`src/rtl/cpu_types_pkg.sv`:
```
// Shared CPU/memory types plus the arbiter state encoding and default limits.
// Latency: n/a (types and constants only).
// Backpressure: n/a.
package cpu_types_pkg;

   typedef logic [31:0] word_t;

   typedef enum logic [1:0] {
      FREE   = 2'd0,
      BUSY   = 2'd1,
      ACCESS = 2'd2,
      ERROR  = 2'd3
   } ramstate_t;

   typedef enum logic [1:0] {
      IDLE   = 2'd0,
      IGNT   = 2'd1,
      DGNT   = 2'd2,
      SCFAIL = 2'd3
   } arb_state_t;

   localparam int ARB_TIMEOUT    = 15;
   localparam int ARB_STARVE_MAX = 4;

endpackage

```
`src/rtl/mem_arbiter_link_reg.sv`:
```
// LL/SC link register: remembers the last LL address and checks SC against it.
// Latency: updates one cycle after the completing access; match is combinational.
// Backpressure: none, driven purely by completion strobes from the arbiter.
module link_reg
   import cpu_types_pkg::*;
(
   input  logic  clk,
   input  logic  rst_n,
   input  logic  ll_done,
   input  logic  sc_done,
   input  logic  sw_done,
   input  word_t addr,
   output logic  link_valid,
   output logic  sc_ok
);

   logic  link_valid_q, link_valid_d;
   word_t link_addr_q, link_addr_d;

   // Next link state: LL arms, any SC disarms, a plain store to the linked word disarms.
   always_comb begin
      link_valid_d = link_valid_q;
      link_addr_d  = link_addr_q;
      if (ll_done) begin
         link_valid_d = 1'b1;
         link_addr_d  = addr;
      end else if (sc_done) begin
         link_valid_d = 1'b0;
      end else if (sw_done && (addr == link_addr_q)) begin
         link_valid_d = 1'b0;
      end
   end

   // Link state registers.
   always_ff @(posedge clk or negedge rst_n) begin
      if (!rst_n) begin
         link_valid_q <= 1'b0;
         link_addr_q  <= '0;
      end else begin
         link_valid_q <= link_valid_d;
         link_addr_q  <= link_addr_d;
      end
   end

   assign link_valid = link_valid_q;
   assign sc_ok      = link_valid_q && (link_addr_q == addr);

endmodule

```
`src/rtl/mem_arbiter.sv`:
```
// Arbitrates instruction and data ports onto one RAM, with LL/SC and timeout abort.
// Latency: minimum 2 cycles request->hit (IDLE decision, then grant with ACCESS).
// Backpressure: requesters hold requests until hit; RAM stalls via ramstate != ACCESS.
module mem_arbiter
   import cpu_types_pkg::*;
#(
   parameter int TIMEOUT    = ARB_TIMEOUT,
   parameter int STARVE_MAX = ARB_STARVE_MAX
) (
   input  logic        CLK,
   input  logic        nRST,
   input  logic        iREN,
   input  logic [31:0] iaddr,
   output logic        ihit,
   output logic [31:0] iload,
   input  logic        dREN,
   input  logic        dWEN,
   input  logic        datomic,
   input  logic [31:0] daddr,
   input  logic [31:0] dstore,
   output logic        dhit,
   output logic [31:0] dload,
   output logic        ramREN,
   output logic        ramWEN,
   output logic [31:0] ramaddr,
   output logic [31:0] ramstore,
   input  logic [31:0] ramload,
   input  logic [1:0]  ramstate,
   output logic        mem_err
);

   localparam int             TW         = (TIMEOUT > 1) ? $clog2(TIMEOUT + 1) : 1;
   localparam logic [TW-1:0]  TMO_LAST   = TW'(TIMEOUT - 1);
   localparam logic [2:0]     STARVE_LIM = 3'(STARVE_MAX);

   arb_state_t    state_q, state_d;
   logic [2:0]    starve_cnt_q, starve_cnt_d;
   logic [TW-1:0] tmo_q, tmo_d;
   logic          mem_err_q, mem_err_d;

   ramstate_t rs;
   logic      d_pend, is_sc, abort, sc_ok, link_valid;
   logic      ll_done, sc_done, sw_done;

   assign rs     = ramstate_t'(ramstate);
   assign d_pend = dREN || dWEN;
   assign is_sc  = dWEN && datomic;
   // A waiting grant gives up on an explicit RAM error or when its cycle budget runs out.
   assign abort  = (rs == ERROR) || (tmo_q >= TMO_LAST);

   link_reg u_link (
      .clk        (CLK),
      .rst_n      (nRST),
      .ll_done    (ll_done),
      .sc_done    (sc_done),
      .sw_done    (sw_done),
      .addr       (daddr),
      .link_valid (link_valid),
      .sc_ok      (sc_ok)
   );

   // Next-state, counters and all port muxing; everything defaults to idle/zero.
   always_comb begin
      state_d      = state_q;
      starve_cnt_d = starve_cnt_q;
      tmo_d        = tmo_q;
      mem_err_d    = mem_err_q;
      ihit         = 1'b0;
      iload        = '0;
      dhit         = 1'b0;
      dload        = '0;
      ramREN       = 1'b0;
      ramWEN       = 1'b0;
      ramaddr      = '0;
      ramstore     = '0;
      ll_done      = 1'b0;
      sc_done      = 1'b0;
      sw_done      = 1'b0;
      case (state_q)
         IDLE: begin
            if (!iREN) starve_cnt_d = '0;
            if (d_pend && ((starve_cnt_q < STARVE_LIM) || !iREN)) begin
               tmo_d = '0;
               if (iREN && (starve_cnt_q != 3'd7)) starve_cnt_d = starve_cnt_q + 3'd1;
               state_d = (is_sc && !sc_ok) ? SCFAIL : DGNT;
            end else if (iREN) begin
               tmo_d        = '0;
               starve_cnt_d = '0;
               state_d      = IGNT;
            end
         end
         IGNT: begin
            ramREN  = 1'b1;
            ramaddr = iaddr;
            if (rs == ACCESS) begin
               ihit    = 1'b1;
               iload   = ramload;
               state_d = IDLE;
            end else if (abort) begin
               mem_err_d = 1'b1;
               state_d   = IDLE;
            end else begin
               tmo_d = tmo_q + 1'b1;
            end
         end
         DGNT: begin
            ramREN   = dREN;
            ramWEN   = dWEN;
            ramaddr  = daddr;
            ramstore = dstore;
            if (rs == ACCESS) begin
               dhit    = 1'b1;
               dload   = is_sc ? 32'd1 : ramload;
               ll_done = dREN && datomic;
               sc_done = is_sc;
               sw_done = dWEN && !datomic;
               state_d = IDLE;
            end else if (abort) begin
               mem_err_d = 1'b1;
               state_d   = IDLE;
            end else begin
               tmo_d = tmo_q + 1'b1;
            end
         end
         SCFAIL: begin
            dhit    = 1'b1;
            sc_done = 1'b1;
            state_d = IDLE;
         end
         default: state_d = IDLE;
      endcase
   end

   // State, counter and sticky error registers.
   always_ff @(posedge CLK or negedge nRST) begin
      if (!nRST) begin
         state_q      <= IDLE;
         starve_cnt_q <= '0;
         tmo_q        <= '0;
         mem_err_q    <= 1'b0;
      end else begin
         state_q      <= state_d;
         starve_cnt_q <= starve_cnt_d;
         tmo_q        <= tmo_d;
         mem_err_q    <= mem_err_d;
      end
   end

   assign mem_err = mem_err_q;

endmodule

```
`config.mk`:
```
export PLATFORM = sky130hd
export DESIGN_NAME = mem_arbiter
export DESIGN_NICKNAME = d
export VERILOG_FILES = /design/src/rtl/cpu_types_pkg.sv /design/src/rtl/mem_arbiter_link_reg.sv /design/src/rtl/mem_arbiter.sv
export SDC_FILE = /design/constraint.sdc
export NUM_CORES = 1
export LEC_CHECK = 0
export BUFFER_PORTS_ARGS = -buffer_cell sky130_fd_sc_hd__buf_4
export CORE_AREA = 5 5 100 102
export CTS_BUF_LIST = sky130_fd_sc_hd__clkbuf_2 sky130_fd_sc_hd__clkbuf_4 sky130_fd_sc_hd__clkbuf_8
export DETAILED_ROUTE_END_ITERATION = 16
export DIE_AREA = 0 0 105 107
export PLACE_DENSITY = 0.77
export SYNTH_ARGS = -nofsm -noshare
export SYNTH_HDL_FRONTEND = slang
export SYNTH_SLANG_ARGS = --single-unit
```
`constraint.sdc`:
```
create_clock -name CLK -period 3.3 [get_ports CLK]
set_clock_uncertainty 0.05 [all_clocks]
set_input_delay 0.165 -clock CLK [delete_from_list [all_inputs] [get_ports CLK]]
set_output_delay 0.165 -clock CLK [all_outputs]
set_load 0.005 [all_outputs]
```
==> results.yml <==
flow_run:
  maxCapViolations: 0
synth:
  synthCells: 375
  seq_area_frac_synth: 0.3052
  synth-seq-cells: 43
  synth_warnings: 0
  netlist_area_um2: 3526
  synth.distinct_cells: 39
  syn_nets: 519
  syn_area_per_cell_um2: 9.402
worst_setup_path:
  required_ps: 3080
  worstPathArrival_ps: 2160
  path_max_fanout: 34
  path_class: "reg -> out"
  cp-start-kind: "flop"
  setup.worst_path.end_class: "output pin"
routing:
  postRouteWirelength_mm: 13.32
  vias: 3621
  ant_nets: 0
  wl_per_cell_um: 18.05
  firstDrtPassIters: 4
  avgViaCountPerCell: 4.907
  dr.first_iter.drc_count: 264
  drc: 0
timing:
  hold_viol_final: 0
  fmax_mhz: 421.0
  rsz0062_at_grt: "no"
  maxSlewViolCount: 0
  period_minus_slack_ps: 2375
  tns_ps: 0
  setup_slack_ps: 924.6
  relSlewSlack: 0.4620
  setup_violations: 0
  worst_pin_slew_ps: 805.5
  period_share: 0.7198
placement:
  place_congestion: 0.9442
  portBuffers: 268
  place_hpwl_mm: 10.64
  dpl_worst_slack_ps: 1126
floorplan:
  io_pins: 269
  die_width_um: 105
  die_area_um2: 11240
  core-area_um2: 9021
  rows: 35
  start_util: 0.3908
  die_height_um: 107
pwr:
  p_clk_frac: 0.125
  seqPwrFrac: 0.266
  internal-power_mw: 2.090
  p_leak_nw: 3.155
  ir_drop_mv: 0.3099
  power_frac_comb: 0.609
  p_sw_frac: 0.3741
  power_density_nw_per_um2: 586.1
  p_switching_mw: 1.249
cells_and_area:
  drive_gt1_frac: 0.5136
  finalNetCount: 770
  diodes: 0
  area_delta_synth_final_pct: 61.60
clock_tree:
  cts.reportedPaths.clkPinSlew_ps: 90
  numCtsBuffers: 5
  cts-root-buf: "clkbuf_8"
  cts_max_path_buffers: 2
  numClockSinks: 43
  cts_resized: 0
  cts_tree: "done"
  cts-htree-levels: 2
  clock_latency_ps: 300
global_route:
  grt_pass1_wl_mm: 19.90
  grt_pass1_vias: 3588
  grt_usage: 0.2186
  antenna_found_initial: 0
  grt_max_degree: 63
  globalRouteOverflowTotal: 0
worst_hold_path:
  hold_path.class: "in -> reg"
run_status:
  status: "completed"
[cell usage after synthesis, drive strengths merged]
master / instances / area [um2]
dfrtp: 43 / 1076
nor2b: 35 / 219.0
a21oi: 3 / 15.01
o21ai: 7 / 38.79
a32o: 1 / 10.01
nor4: 8 / 50.05
nand3: 5 / 25.02
o311ai: 1 / 8.760
a21o: 1 / 7.510
nand4: 3 / 33.78
nor4b: 1 / 8.760
or4b: 1 / 13.76
inv: 4 / 15.01
nand3b: 1 / 7.510
and2: 65 / 407.9
a31o: 1 / 8.760
and3b: 1 / 8.760
nand2: 14 / 52.55
mux2: 32 / 469.2
a2bb2oi: 1 / 8.760
and3: 33 / 206.5
ha: 8 / 100.1
xor2: 32 / 280.3
o22a: 1 / 10.01
a221oi: 1 / 8.760
or3: 1 / 6.260
nor2: 6 / 22.52
buf: 7 / 56.30
clkbuf: 23 / 90.08
a22oi: 32 / 240.2
o211ai: 1 / 7.510
nand2b: 2 / 12.51
[state kept, by name, indices dropped and copies added, names as in the netlist]
register            flops
state_q                 2
tmo_q                   4
u_link.link_valid       1
starve_cnt_q            3
u_link.link_addr_q     32
mem_err                 1
[critical path, cell delays in order (launching register included)]
cell,delay [ps]
dfrtp_1,400
inv_1,100
ha_2,640
buf_4,390
and3_1,210
buf_4,110
[per-layer routing]
metal  part of all wire  wire [um]  GRT usage  vias up
li1                   -          -          -     1799
met1               0.42       5638     0.3022     1704
met2               0.50       6713     0.3525      110
met3              0.067        898    0.05418        8
met4             0.0053         70    0.03379        0
met5                  0          0          0        -
[layout make-up]
cell class	count	area (um2)
fillers	753	3323
flip-flops and latches	43	1076
clock buffers	5	68.82
clock inverters	3	43.79
multi-input cells	298	2296
inverters	4	15.01
well taps	111	138.9
repair buffers	274	2059
[worst paths after layout]
check                      slack, ps  cells after the start  startpoint                      to
max                              920                      5  state_q[1]               iload[19]
min                               70                      2   daddr[20]  u_link.link_addr_q[20]
max reg2reg                     1140                      4  state_q[0]  u_link.link_addr_q[10]
min reg2reg                      440                      1     mem_err                 mem_err
max in group asynchronous       2490                      2        nRST         starve_cnt_q[0]
min in group asynchronous        340                      2        nRST  u_link.link_addr_q[30]
[what timing repair did]
item                                    in CTS  in global routing
hold buffers                                 1                  0
setup buffers                                0                  0
endpoints found under the setup margin       0                  0
hold endpoints to repair                    43                  0
[placed cells by master (no fill, tap or decap), drive strengths merged]
| cell | synthesis | layout |
|---|---|---|
| mux2 | 32 | 32 |
| a21o | 1 | 1 |
| nand3b | 1 | 1 |
| ha | 8 | 8 |
| a22oi | 32 | 32 |
| o21ai | 7 | 7 |
| nor2b | 35 | 35 |
| xor2 | 32 | 32 |
| or4b | 1 | 1 |
| a31o | 1 | 1 |
| a221oi | 1 | 1 |
| and3 | 33 | 33 |
| a32o | 1 | 1 |
| dlygate4sd3 | 0 | 1 |
| a2bb2oi | 1 | 1 |
| nand2 | 14 | 14 |
| dfrtp | 43 | 43 |
| nor4b | 1 | 1 |
| o311ai | 1 | 1 |
| and3b | 1 | 1 |
| and2 | 65 | 65 |
| bufinv | 0 | 1 |
| a21oi | 3 | 3 |
| o211ai | 1 | 1 |
| nor4 | 8 | 8 |
| o22a | 1 | 1 |
| nand2b | 2 | 2 |
| nor2 | 6 | 6 |
| inv | 4 | 4 |
| clkinv | 0 | 2 |
| clkbuf | 23 | 5 |
| nand4 | 3 | 3 |
| or3 | 1 | 1 |
| buf | 7 | 273 |
| nand3 | 5 | 5 |
[cell families after synthesis]
kind of cell | count (synthesis) | synth area share
flops | 43 | 0.3052
fa+ha+maj | 8 | 0.02839
mux | 32 | 0.1331
xor+xnor | 32 | 0.07949
buf+inv | 34 | 0.04577
compound gates | 50 | 0.1033
simple gates | 176 | 0.3048
[metrics by stage]
stage	hold WS (ps)	area (um2)	std cells	util	power [mW]
3_5_place_dp	143.7	5575	729	0.6180	2.939
3_3_place_gp	132.2	5575	729	0.6180	2.878
4_1_cts	59.15	5698	738	0.6316	3.370
6_report	66.92	5698	738	0.6316	3.339
2_1_floorplan	-180.6	3526	375	-	2.064
5_1_grt	61.01	5698	738	0.6316	3.591
[power by group through the flow]
| stage | Sequential (mW) | Clock, mW | Combinational, mW |
|---|---|---|---|
| after floorplan | 0.856 | 0 | 1.21 |
| after global placement | 0.884 | 0 | 1.99 |
| after detailed placement | 0.893 | 0 | 2.05 |
| after CTS | 0.887 | 0.428 | 2.05 |
| after global routing | 0.909 | 0.452 | 2.23 |
| final | 0.888 | 0.418 | 2.03 |
Note: power is estimated with default switching activity, not from simulation.
